`src/rtl/core_sequencer_if.sv`:
```
// core_sequencer_if: enable/completed handshake bundle between the sequencer and its stages.
interface core_sequencer_if;
    logic fetch_enabled, decode_enabled, exec_enabled, mem_enabled, wb_enabled;
    logic fetch_completed, decode_completed, exec_completed, mem_completed, wb_completed;
    logic need_mem;
    logic exec_is_jump_chosen;
    logic [31:0] exec_jump_dest;
    modport master (
        output fetch_enabled, decode_enabled, exec_enabled, mem_enabled, wb_enabled,
        input fetch_completed, decode_completed, exec_completed, mem_completed, wb_completed,
        input need_mem, exec_is_jump_chosen, exec_jump_dest
    );
    modport slave (
        input fetch_enabled, decode_enabled, exec_enabled, mem_enabled, wb_enabled,
        output fetch_completed, decode_completed, exec_completed, mem_completed, wb_completed,
        output need_mem, exec_is_jump_chosen, exec_jump_dest
    );
endinterface

```
`src/rtl/core_sequencer.sv`:
```
// core_sequencer: multi-cycle fetch/decode/exec/mem/wb control FSM with PC, retire count, halt, watchdog and jump trap.
module core_sequencer #(
    parameter logic [31:0] RESET_PC = 32'h0000_0000,
    parameter int unsigned TIMEOUT = 1024
) (
    input  logic                    clk,
    input  logic                    rst,
    input  logic                    start,
    input  logic [31:0]             start_pc,
    input  logic                    halt_req,
    core_sequencer_if.master        stg,
    output logic [31:0]             pc,
    output logic                    busy,
    output logic                    halted,
    output logic                    error,
    output logic [1:0]              err_cause,
    output logic [31:0]             retired_count
);
    typedef enum logic [2:0] {IDLE, FETCH, DECODE, EXEC, MEM, WB, HALTED, ERROR} state_t;
    localparam logic [15:0] TMO = 16'(TIMEOUT);
    state_t state;
    logic issue, mem_path, halt_pending, done, misaligned;
    logic [15:0] wd;
    logic [31:0] next_pc, jump_pc;
    logic [4:0] en;
    always_comb begin
        done = state == FETCH  ? stg.fetch_completed  :
               state == DECODE ? stg.decode_completed :
               state == EXEC   ? stg.exec_completed   :
               state == MEM    ? stg.mem_completed    :
               state == WB     ? stg.wb_completed     : 1'b0;
    end
    assign misaligned = stg.exec_is_jump_chosen && stg.exec_jump_dest[1:0] != 2'b00;
    assign jump_pc = stg.exec_is_jump_chosen ? stg.exec_jump_dest : pc + 32'd4;
    assign {stg.wb_enabled, stg.mem_enabled, stg.exec_enabled, stg.decode_enabled, stg.fetch_enabled} = en;
    assign busy = state inside {FETCH, DECODE, EXEC, MEM, WB};
    assign halted = state == HALTED;
    assign error = state == ERROR;
    // en is one-hot and only high in the ISSUE cycle; it is loaded on the edge that enters a stage
    always_ff @(posedge clk) begin
        if (rst) begin
            state <= IDLE;
            issue <= 1'b0;
            en <= '0;
            pc <= RESET_PC;
            next_pc <= RESET_PC;
            retired_count <= '0;
            err_cause <= 2'd0;
            halt_pending <= 1'b0;
            mem_path <= 1'b0;
            wd <= '0;
        end else begin
            en <= '0;
            issue <= 1'b0;
            if (halt_req && busy) halt_pending <= 1'b1;
            if (issue) wd <= '0;
            else if (busy && !done) wd <= wd + 16'd1;
            if ((state == IDLE || state == HALTED) && start) begin
                pc <= start_pc;
                state <= FETCH;
                issue <= 1'b1;
                en <= 5'b00001;
            end else if (busy && !issue && done) begin
                issue <= 1'b1;
                case (state)
                    FETCH: begin
                        state <= DECODE;
                        en <= 5'b00010;
                    end
                    DECODE: begin
                        mem_path <= stg.need_mem;
                        state <= EXEC;
                        en <= 5'b00100;
                    end
                    EXEC: begin
                        if (misaligned) begin
                            state <= ERROR;
                            err_cause <= 2'd2;
                            issue <= 1'b0;
                        end else begin
                            next_pc <= jump_pc;
                            state <= mem_path ? MEM : WB;
                            en <= mem_path ? 5'b01000 : 5'b10000;
                        end
                    end
                    MEM: begin
                        state <= WB;
                        en <= 5'b10000;
                    end
                    default: begin
                        pc <= next_pc;
                        retired_count <= retired_count + 32'd1;
                        if (halt_pending || halt_req) begin
                            state <= HALTED;
                            halt_pending <= 1'b0;
                            issue <= 1'b0;
                        end else begin
                            state <= FETCH;
                            en <= 5'b00001;
                        end
                    end
                endcase
            end else if (busy && !issue && TMO != 16'd0 && wd + 16'd1 == TMO) begin
                state <= ERROR;
                err_cause <= 2'd1;
            end
        end
    end
endmodule

```
`src/flat_wrapper.sv`:
```
// flat-port wrapper written by rule: the top's interface ports become plain ports
module core_sequencer_flat 
#(
    parameter logic [31:0] RESET_PC = 32'h0000_0000,
    parameter int unsigned TIMEOUT = 1024
)
  (clk, rst, start, start_pc, halt_req, pc, busy, halted, error, err_cause, retired_count, stg_fetch_enabled, stg_decode_enabled, stg_exec_enabled, stg_mem_enabled, stg_wb_enabled, stg_fetch_completed, stg_decode_completed, stg_exec_completed, stg_mem_completed, stg_wb_completed, stg_need_mem, stg_exec_is_jump_chosen, stg_exec_jump_dest);
  core_sequencer_if stg_i ();
  input  logic clk;
  input  logic rst;
  input  logic start;
  input  logic [31:0] start_pc;
  input  logic halt_req;
  output logic [31:0] pc;
  output logic busy;
  output logic halted;
  output logic error;
  output logic [1:0] err_cause;
  output logic [31:0] retired_count;
  output wire logic [$bits(stg_i.fetch_enabled)-1:0] stg_fetch_enabled;
  output wire logic [$bits(stg_i.decode_enabled)-1:0] stg_decode_enabled;
  output wire logic [$bits(stg_i.exec_enabled)-1:0] stg_exec_enabled;
  output wire logic [$bits(stg_i.mem_enabled)-1:0] stg_mem_enabled;
  output wire logic [$bits(stg_i.wb_enabled)-1:0] stg_wb_enabled;
  input wire logic [$bits(stg_i.fetch_completed)-1:0] stg_fetch_completed;
  input wire logic [$bits(stg_i.decode_completed)-1:0] stg_decode_completed;
  input wire logic [$bits(stg_i.exec_completed)-1:0] stg_exec_completed;
  input wire logic [$bits(stg_i.mem_completed)-1:0] stg_mem_completed;
  input wire logic [$bits(stg_i.wb_completed)-1:0] stg_wb_completed;
  input wire logic [$bits(stg_i.need_mem)-1:0] stg_need_mem;
  input wire logic [$bits(stg_i.exec_is_jump_chosen)-1:0] stg_exec_is_jump_chosen;
  input wire logic [$bits(stg_i.exec_jump_dest)-1:0] stg_exec_jump_dest;
  assign stg_fetch_enabled = stg_i.fetch_enabled;
  assign stg_decode_enabled = stg_i.decode_enabled;
  assign stg_exec_enabled = stg_i.exec_enabled;
  assign stg_mem_enabled = stg_i.mem_enabled;
  assign stg_wb_enabled = stg_i.wb_enabled;
  assign stg_i.fetch_completed = stg_fetch_completed;
  assign stg_i.decode_completed = stg_decode_completed;
  assign stg_i.exec_completed = stg_exec_completed;
  assign stg_i.mem_completed = stg_mem_completed;
  assign stg_i.wb_completed = stg_wb_completed;
  assign stg_i.need_mem = stg_need_mem;
  assign stg_i.exec_is_jump_chosen = stg_exec_is_jump_chosen;
  assign stg_i.exec_jump_dest = stg_exec_jump_dest;
  core_sequencer #(.RESET_PC(RESET_PC), .TIMEOUT(TIMEOUT)) u_core (.clk(clk), .rst(rst), .start(start), .start_pc(start_pc), .halt_req(halt_req), .stg(stg_i), .pc(pc), .busy(busy), .halted(halted), .error(error), .err_cause(err_cause), .retired_count(retired_count));
endmodule
```
`config.mk`:
```
export PLATFORM = sky130hd
export DESIGN_NAME = core_sequencer_flat
export DESIGN_NICKNAME = d
export VERILOG_FILES = /design/src/rtl/core_sequencer_if.sv /design/src/rtl/core_sequencer.sv /design/src/flat_wrapper.sv
export SDC_FILE = /design/constraint.sdc
export NUM_CORES = 1
export LEC_CHECK = 0
export BUFFER_PORTS_ARGS = -buffer_cell sky130_fd_sc_hd__buf_2
export CAP_MARGIN = 15
export CORE_MARGIN = 5
export CORE_UTILIZATION = 50
export DETAILED_ROUTE_END_ITERATION = 12
export PLACE_DENSITY = 0.8
export SKIP_LAST_GASP = 1
export SLEW_MARGIN = 20
export SYNTH_ARGS = -nofsm -noshare
export SYNTH_HDL_FRONTEND = slang
export SYNTH_SLANG_ARGS = --single-unit
```
`constraint.sdc`:
```
create_clock -name clk -period 3.2 [get_ports clk]
set_clock_uncertainty 0.05 [all_clocks]
set_input_delay 0.32 -clock clk [delete_from_list [all_inputs] [get_ports clk]]
set_output_delay 0.32 -clock clk [all_outputs]
set_load 0.005 [all_outputs]
```
==> impl_metrics.tcl, run 1 <==
set metrics [dict create \
    gp_congestion 0.858 \
    postSynth.asyncResetShare 0 \
    clock_sinks 125 \
    worstSkewPairLatency_ns 0.42 \
    grt_max_degree 86 \
    synth_edf_count 0 \
    vias 6177 \
    drive_gt1_frac 0.227 \
    p_int_mw 3.03 \
    dieArea_um2 15000 \
    critPathMaxStageDelay_ns 0.62 \
    yosysTopAreaCell "dfxtp_1" \
    syn-num-nets 868 \
    post-route-min-period_ns 2.57 \
    worstPathArrival_ns 2.82 \
    holdBufCountCts 0 \
    tightestPinTransition_ns 0.912 \
    pwr-share-seq 0.420 \
    ant_nets 0 \
    cp_cell_sequence "mux2i_1 -> o32ai_4 -> o2111ai_2 -> or3_1 -> nor3_1 -> mux2_2" \
    comb_power_share 0.097 \
    nets 997 \
    synth_top_family_by_area "simple AND/OR/NAND/NOR gates" \
    initial_core_util 0.505 \
    drt_pre_antenna_iters 5 \
    setup_viol_count_final 0 \
    synth_fa_ha_area_frac 0.00593 \
    cap_violations 0 \
    crit_fanout 16 \
    dr.first_iter.drc_count 561 \
    drc 0 \
    cts_tree "yes" \
    finalHoldViolCount 0 \
    cp_num_buf_inv 0 \
    cts_buffers 17 \
    finalNonFillerCells 1104 \
    worst_setup_path_start_kind "flip-flop" \
    ys_warn_count 0 \
    period_share 0.803 \
    drt-total-wl_um 17500 \
    grt_pass1_wl_um 28100 \
    reg2reg_depth 6 \
    cts_root_buf "clkbuf_16" \
    rsz0062_at_grt "no" \
    place_inst 1072 \
    antenna-diode-count 0 \
    critPathKind "flip-flop to flip-flop" \
    power.clock.fraction 0.483 \
    synth_seq_cells 125 \
    synth_area_um2 6330 \
    wl_per_cell_um 15.8 \
    die_h_um 122 \
    finalSetupTns_ns 0 \
    totalPowerFinal_mw 4.01 \
    cp.required_ns 3.45 \
    core-area_um2 12500 \
    ys_seq_area_frac 0.395 \
    syn-instance-count 790 \
    die_x_um 122 \
    relSlewSlack 0.392 \
    p_per_area_nw_per_um2 514 \
    antenna_found_initial 1 \
    worst-path-stages 6 \
    status "finished, final reports clean" \
    timing.fmax_ghz 0.389 \
    p_leak_nw 2.97 \
    grt-ovfl-total 0 \
    synth_compound_area_frac 0.173 \
    cts-resized-gates 0 \
    endpoint_kind "flip-flop" \
    ys.flop_type "dfxtp_1" \
    yosys.area.top_type_share 0.395 \
    track_usage 0.235 \
    place_hpwl_um 11900 \
    synth_cell_types 57 \
    synthTopCellsByArea "dfxtp_1 40%, nand2_1 6.5%, xnor2_1 5.5%" \
    post_cts_buffers 0 \
    grt_pass1_vias 5811 \
    crit_family "simple AND/OR/NAND/NOR gates" \
    vias_per_cell 5.60 \
    synth_simple_gate_area_frac 0.274 \
    synthMuxAreaShare 0.0192 \
    num_io_pins 149 \
    hold_class "input pin to flip-flop" \
    synth.most_common_cell "dfxtp_1" \
    cp_slowest_cell "dfxtp_1" \
    synth_common_cells "125 x dfxtp_1, 110 x nand2_1, 82 x nor2_1" \
    area_growth_syn_to_layout_pct 23.3 \
    core.rowCount 41 \
    max-vdd-ir-drop_mv 0.327 \
    p_switching_uw 981 \
    slew_viol_final 0 \
    synth_area_per_cell_um2 8.01 \
    switching_share 0.245 \
    clk_path_buf_depth 2 \
    h-tree-depth 4 \
    clkTransAtPathRegs_ns 0.05 \
    holdPathStages 3 \
    synth-xor-area-share 0.0927 \
    port_buffers 148 \
]
layout make-up:
cell class                      instances  area (µm²)
Inverter                                9        33.8
Sequential cell                       125        2500
Clock inverter                          9         109
Fill cell                            1156        4720
Tap cell                              172         215
Multi-Input combinational cell        602        3580
Timing Repair Buffer                  164         863
Clock buffer                           23         498
state kept, by name, summed over array words and instances (netlist names), 2 cells and up:
signal / count
u_core.pc: 32
u_core.retired_count: 32
u_core.next_pc: 32
u_core.wd: 16
u_core.en: 5
u_core.err_cause: 2
u_core.state: 3
final timing paths:
check	endpoint	slack (ns)	startpoint
max reg2reg	u_core.retired_count[28]	0.63	u_core.state[2]
min reg2reg	u_core.next_pc[11]	0.40	u_core.next_pc[11]
min	u_core.next_pc[31]	0.12	stg_exec_jump_dest[31]
max	u_core.retired_count[28]	0.63	u_core.state[2]
cell families after synthesis:
group                      Yosys count
muxes                               12
adders and majority gates            3
xor gates and xnor gates            67
and+or+nand+nor                    353
AOI/OAI and AO/OA                  167
DFF                                125
buffers and inverters               63
layout by cell type (no fill, tap or decap), drive strengths merged, types with 7 or more instances in the layout:
| master | n |
|---|---|
| nand2b | 18 |
| buf | 164 |
| xor2 | 27 |
| nand2 | 110 |
| nand3 | 32 |
| a211oi | 7 |
| xnor2 | 40 |
| a311oi | 19 |
| mux2i | 11 |
| a21oi | 53 |
| o21ai | 46 |
| and4 | 9 |
| nor2 | 83 |
| nor3 | 19 |
| dfxtp | 125 |
| clkbuf | 23 |
| a22oi | 12 |
| and3 | 12 |
| nor4 | 11 |
| inv | 9 |
| nand4 | 26 |
| or3 | 12 |
| o211ai | 17 |
stage by stage:
step,hold WS [ns],instance area [µm²],setup slack (ns),utilization
2_1_floorplan,0.382,6330,0.981,-
5_1_grt,0.124,7800,0.417,0.623
3_5_place_dp,0.396,7190,0.690,0.575
4_1_cts,0.0993,7800,0.667,0.623
6_report,0.119,7800,0.632,0.623
3_3_place_gp,0.392,7190,0.767,0.575
worst register-to-register path, stage by stage (launching register included):
cell	delay, ns
dfxtp_1	0.62
mux2i_1	0.20
o32ai_4	0.30
o2111ai_2	0.27
or3_1	0.46
nor3_1	0.20
mux2_2	0.36
routing by layer:
metal | routed length, µm | global-route usage | vias up
met1 | 7690 | 0.303 | 2875
met5 | 7 | 0 | -
met2 | 8190 | 0.380 | 200
met3 | 1220 | 0.0641 | 32
li1 | - | - | 3068
met4 | 351 | 0.0868 | 2
power by group through the flow:
stage               combinational, mW  clock, mW  sequential [mW]
floorplan                       0.239          0             1.70
CTS                             0.391       1.97             1.68
finish                          0.390       1.94             1.68
global route                    0.436       2.03             1.69
global placement                0.382          0             1.71
detailed placement              0.387          0             1.71
Power figures use the tool's default switching activity.
==> inputs of run 2 (changes only) <==
Settings changed: CORE_UTILIZATION 50 to 49, PLACE_DENSITY 0.8 to 0.82.
Clock period 3.2 ns to 2.3 ns, I/O delays scaled along.
==> impl_metrics.tcl, run 2 (synthesized netlist as in run 1, its figures left out) <==
set metrics [dict create \
    worstHoldStart "start_pc[0]" \
    cap_violations 0 \
    post-route-min-period_ns 2.24 \
    place_hpwl_um 12400 \
    rsz0062_at_grt "yes" \
    die_h_um 124 \
    drt_pre_antenna_iters 6 \
    crit_fanout 10 \
    whs_endpoint "u_core.pc[0]" \
    core.rowCount 41 \
    p_per_area_nw_per_um2 701 \
    slew_viol_final 0 \
    startpoint "u_core.state[2]" \
    track_usage 0.236 \
    cts_buffers 17 \
    worstPathArrival_ns 2.53 \
    holdBufCountCts 0 \
    drive_gt1_frac 0.245 \
    clock_sinks 125 \
    layout_commonest_cell "buf_2" \
    holdPathStages 3 \
    nets 1019 \
    vias 6372 \
    ant_nets 0 \
    port_buffers 148 \
    r2r_setup_slack_ns 0.06 \
    tightestPinTransition_ns 0.681 \
    drc 0 \
    timing.fmax_ghz 0.446 \
    clk_path_buf_depth 2 \
    finalNonFillerCells 1124 \
    largest_registers "u_core.next_pc x32, u_core.pc x32, u_core.retired_count x32" \
    cts-resized-gates 0 \
    gp_congestion 0.887 \
    cts_tree "yes" \
    hold_class "input pin to flip-flop" \
    die_x_um 124 \
    r2r-end "u_core.state[1]" \
    grt_pass1_vias 5826 \
    core-area_um2 12600 \
    worst_setup_path_start_kind "flip-flop" \
    dieArea_um2 15300 \
    p_leak_nw 3.09 \
    wl_per_cell_um 16.1 \
    place_inst 1094 \
    initial_core_util 0.501 \
    dr.first_iter.drc_count 584 \
    grt_pass1_wl_um 28800 \
    utilization 0.635 \
    endpoint_kind "flip-flop" \
    totalPowerFinal_mw 5.62 \
    h-tree-depth 4 \
    reg2reg_depth 7 \
    cp.required_ns 2.59 \
    num_io_pins 149 \
    antenna-diode-count 0 \
    max-vdd-ir-drop_mv 0.422 \
    antenna_found_initial 0 \
    setup_viol_count_final 0 \
    post_cts_buffers 0 \
    grt-ovfl-total 0 \
    clkTransAtPathRegs_ns 0.06 \
    layout_common_cells "147 x buf_2, 123 x dfxtp_1, 110 x nand2_1" \
    grt_max_degree 65 \
    reg2reg_from "u_core.state[2]" \
    finalSetupTns_ns 0 \
    vias_per_cell 5.67 \
    drt-total-wl_um 18100 \
    relSlewSlack 0.546 \
    period_share 0.975 \
    cts_root_buf "clkbuf_16" \
    area_growth_syn_to_layout_pct 26.6 \
    status "finished, final reports clean" \
    critPathKind "flip-flop to flip-flop" \
    worstSkewPairLatency_ns 0.42 \
    finalHoldViolCount 0 \
]
run 2: changes by cell type in the layout (fill, tap and decap cells not counted), moves of 2 or more:
cell,previous run,this run
clkbuf_1,1,3
dfxtp_1,125,123
buf_4,17,35
clkinv_4,3,0
clkbuf_8,5,3
buf_12,0,4
dfxtp_2,0,2
run 2: layout make-up:
type | instances | area [µm²]
clock inverter | 7 | 113
clock buffer | 23 | 478
sequential | 125 | 2500
tap | 172 | 215
multi-input combinational | 602 | 3580
fill | 1110 | 4610
inverter | 9 | 33.8
timing repair buffer | 186 | 1080
run 2: stage by stage:
step	hold slack [ns]	cell area [µm²]	worst slack, ns
detailed placement	0.397	7410	0.0767
global placement	0.389	7410	0.139
floorplan	0.327	6330	0.0808
CTS	0.0304	8000	0.0664
global route	0.0393	8010	-0.0606
finish	0.0438	8010	0.0572
run 2: critical path, stage by stage, from the launching register on:
cell and delay (ns):
dfxtp_1 0.48, mux2i_1 0.34, o32ai_4 0.13, o21ai_1 0.37
buf_4 0.23, a21oi_1 0.05, a2111o_1 0.38, a31oi_1 0.14
run 2: where the power goes:
group | internal (mW) | switching, mW
Clock | 1.77 | 0.933
Sequential | 2.24 | 0.0942
Combinational | 0.254 | 0.324
run 2: how the worst max path moves through the flow:
stage | to | depth (start not counted) | slack (ns)
2_1_floorplan | u_core.retired_count[28] | 8 | 0.08
3_3_place_gp | u_core.retired_count[28] | 6 | 0.14
3_5_place_dp | u_core.retired_count[28] | 6 | 0.08
4_1_cts | u_core.retired_count[28] | 6 | 0.07
5_1_grt | u_core.retired_count[28] | 6 | -0.06
6_report | u_core.state[1] | 7 | 0.06
run 2: metal layers:
layer,up-vias,part of all wire,track usage
met3,40,0.080,0.0595
met1,2953,0.43,0.317
met2,270,0.46,0.367
li1,3109,-,-
met5,-,0,0
met4,0,0.020,0.0865
==> inputs of run 3 (changes only) <==
Settings changed: CTS_BUF_LIST from default to sky130_fd_sc_hd__clkbuf_8 sky130_fd_sc_hd__clkbuf_16, SETUP_SLACK_MARGIN from default to 0.15.
==> impl_metrics.tcl, run 3 (synthesized netlist as in run 1, its figures left out) <==
set metrics [dict create \
    track_usage 0.237 \
    grt_pass1_wl_um 28800 \
    grt_pass1_vias 5803 \
    gp_congestion 0.920 \
    wirelength_met1_um 8180 \
    holdPathStages 3 \
    wl_met2_um 8480 \
    area_growth_syn_to_layout_pct 27.8 \
    layout_commonest_cell "buf_2" \
    setup_viol_count_final 0 \
    status "finished, final reports clean" \
    r2r-end "u_core.wd[12]" \
    critPathKind "flip-flop to flip-flop" \
    drt_pre_antenna_iters 5 \
    finalHoldViolCount 0 \
    finalSetupTns_ns 0 \
    timing.fmax_ghz 0.478 \
    core-area_um2 12600 \
    h-tree-depth 4 \
    antenna_found_initial 1 \
    grt-ovfl-total 0 \
    dpl_cell_area_um2 7370 \
    cts_buffers 17 \
    dieArea_um2 15300 \
    clock_sinks 125 \
    tightestPinTransition_ns 0.610 \
    max-vdd-ir-drop_mv 0.510 \
    hold_class "input pin to flip-flop" \
    worstSkewPairLatency_ns 0.42 \
    initial_core_util 0.501 \
    relSlewSlack 0.590 \
    grt_max_degree 62 \
    place_hpwl_um 12100 \
    drc 0 \
    worstHoldStart "stg_need_mem" \
    core.rowCount 41 \
    dr.first_iter.drc_count 587 \
    whs_endpoint "u_core.mem_path" \
    port_buffers 148 \
    holdBufCountCts 0 \
    endpoint_kind "flip-flop" \
    post-route-min-period_ns 2.09 \
    antenna-diode-count 0 \
    reg2reg_depth 8 \
    vias_per_cell 5.57 \
    cap_violations 0 \
    ant_nets 0 \
    wl_met3_um 1170 \
    vias 6293 \
    layout_common_cells "147 x buf_2, 117 x dfxtp_1, 110 x nand2_1" \
    p_leak_nw 3.13 \
    wl_per_cell_um 16.0 \
    period_share 0.909 \
    die_x_um 124 \
    clkTransAtPathRegs_ns 0.05 \
    final_area_um2 8090 \
    slew_viol_final 0 \
    cts_tree "yes" \
    num_io_pins 149 \
    crit_fanout 9 \
    reg2reg_from "u_core.state[0]" \
    cp.required_ns 2.55 \
    r2r_setup_slack_ns 0.21 \
    worst_setup_path_start_kind "flip-flop" \
    die_h_um 124 \
    clk_path_buf_depth 2 \
    cts_root_buf "clkbuf_16" \
    p_per_area_nw_per_um2 685 \
    drt-total-wl_um 18100 \
    top_layer "met5" \
    largest_registers "u_core.next_pc x32, u_core.pc x32, u_core.retired_count x32" \
    rsz0062_at_grt "yes" \
    nets 1022 \
    worstPathArrival_ns 2.34 \
    drive_gt1_frac 0.264 \
]
run 3: critical path, stage by stage, from the launching register on:
cell and delay, ns:
dfxtp_4 0.41, mux2i_1 0.30, o32ai_4 0.16, buf_4 0.16
nor4_1 0.35, buf_4 0.22, nand4_1 0.11, xor2_1 0.15
nor2_1 0.05
run 3: area by class of cell:
class,count,area (µm²)
sequential,125,2520
timing repair buffer,189,1080
tap,172,215
clock inverter,11,101
fill,1131,4530
clock buffer,21,480
inverter,9,37.5
multi-input combinational,602,3660
run 3: where the power goes:
part	total (mW)	internal (mW)	switching (mW)
logic	0.584	0.257	0.327
clock network	2.62	1.68	0.935
registers	2.34	2.24	0.0976
run 3: worst max path at each step:
stage                         start                        to  slack (ns)  depth (start not counted)
CTS                 u_core.state[2]  u_core.retired_count[28]        0.12                          6
global placement    u_core.state[1]             u_core.pc[31]        0.11                          6
floorplan           u_core.state[0]  u_core.retired_count[28]        0.14                          8
finish              u_core.state[0]             u_core.wd[12]        0.21                          8
global route        u_core.state[2]             u_core.wd[14]        0.09                          8
detailed placement  u_core.state[0]  u_core.retired_count[28]        0.04                          6
run 3: timing repair:
item,4_1_cts,5_1_grt
setup endpoints to repair,23,60
pin swaps,2,3
buffers inserted,1,5
gates resized for setup,6,19
run 3: stage by stage:
step	instances	hold WS, ns	total power [mW]	worst slack (ns)	util
after floorplan	790	0.327	2.70	0.138	-
after global placement	1091	0.389	2.94	0.106	0.584
after detailed placement	1091	0.395	2.94	0.0393	0.584
after CTS	1124	0.0149	5.55	0.118	0.633
after global routing	1129	0.0429	5.74	0.0924	0.641
final	1129	0.0306	5.54	0.210	0.641
run 3: per-layer routing:
layer  vias to the layer above  GRT usage
met5                         -          0
met4                         2     0.0865
met3                        27     0.0540
met2                       218      0.365
met1                      2930      0.325
li1                       3116          -
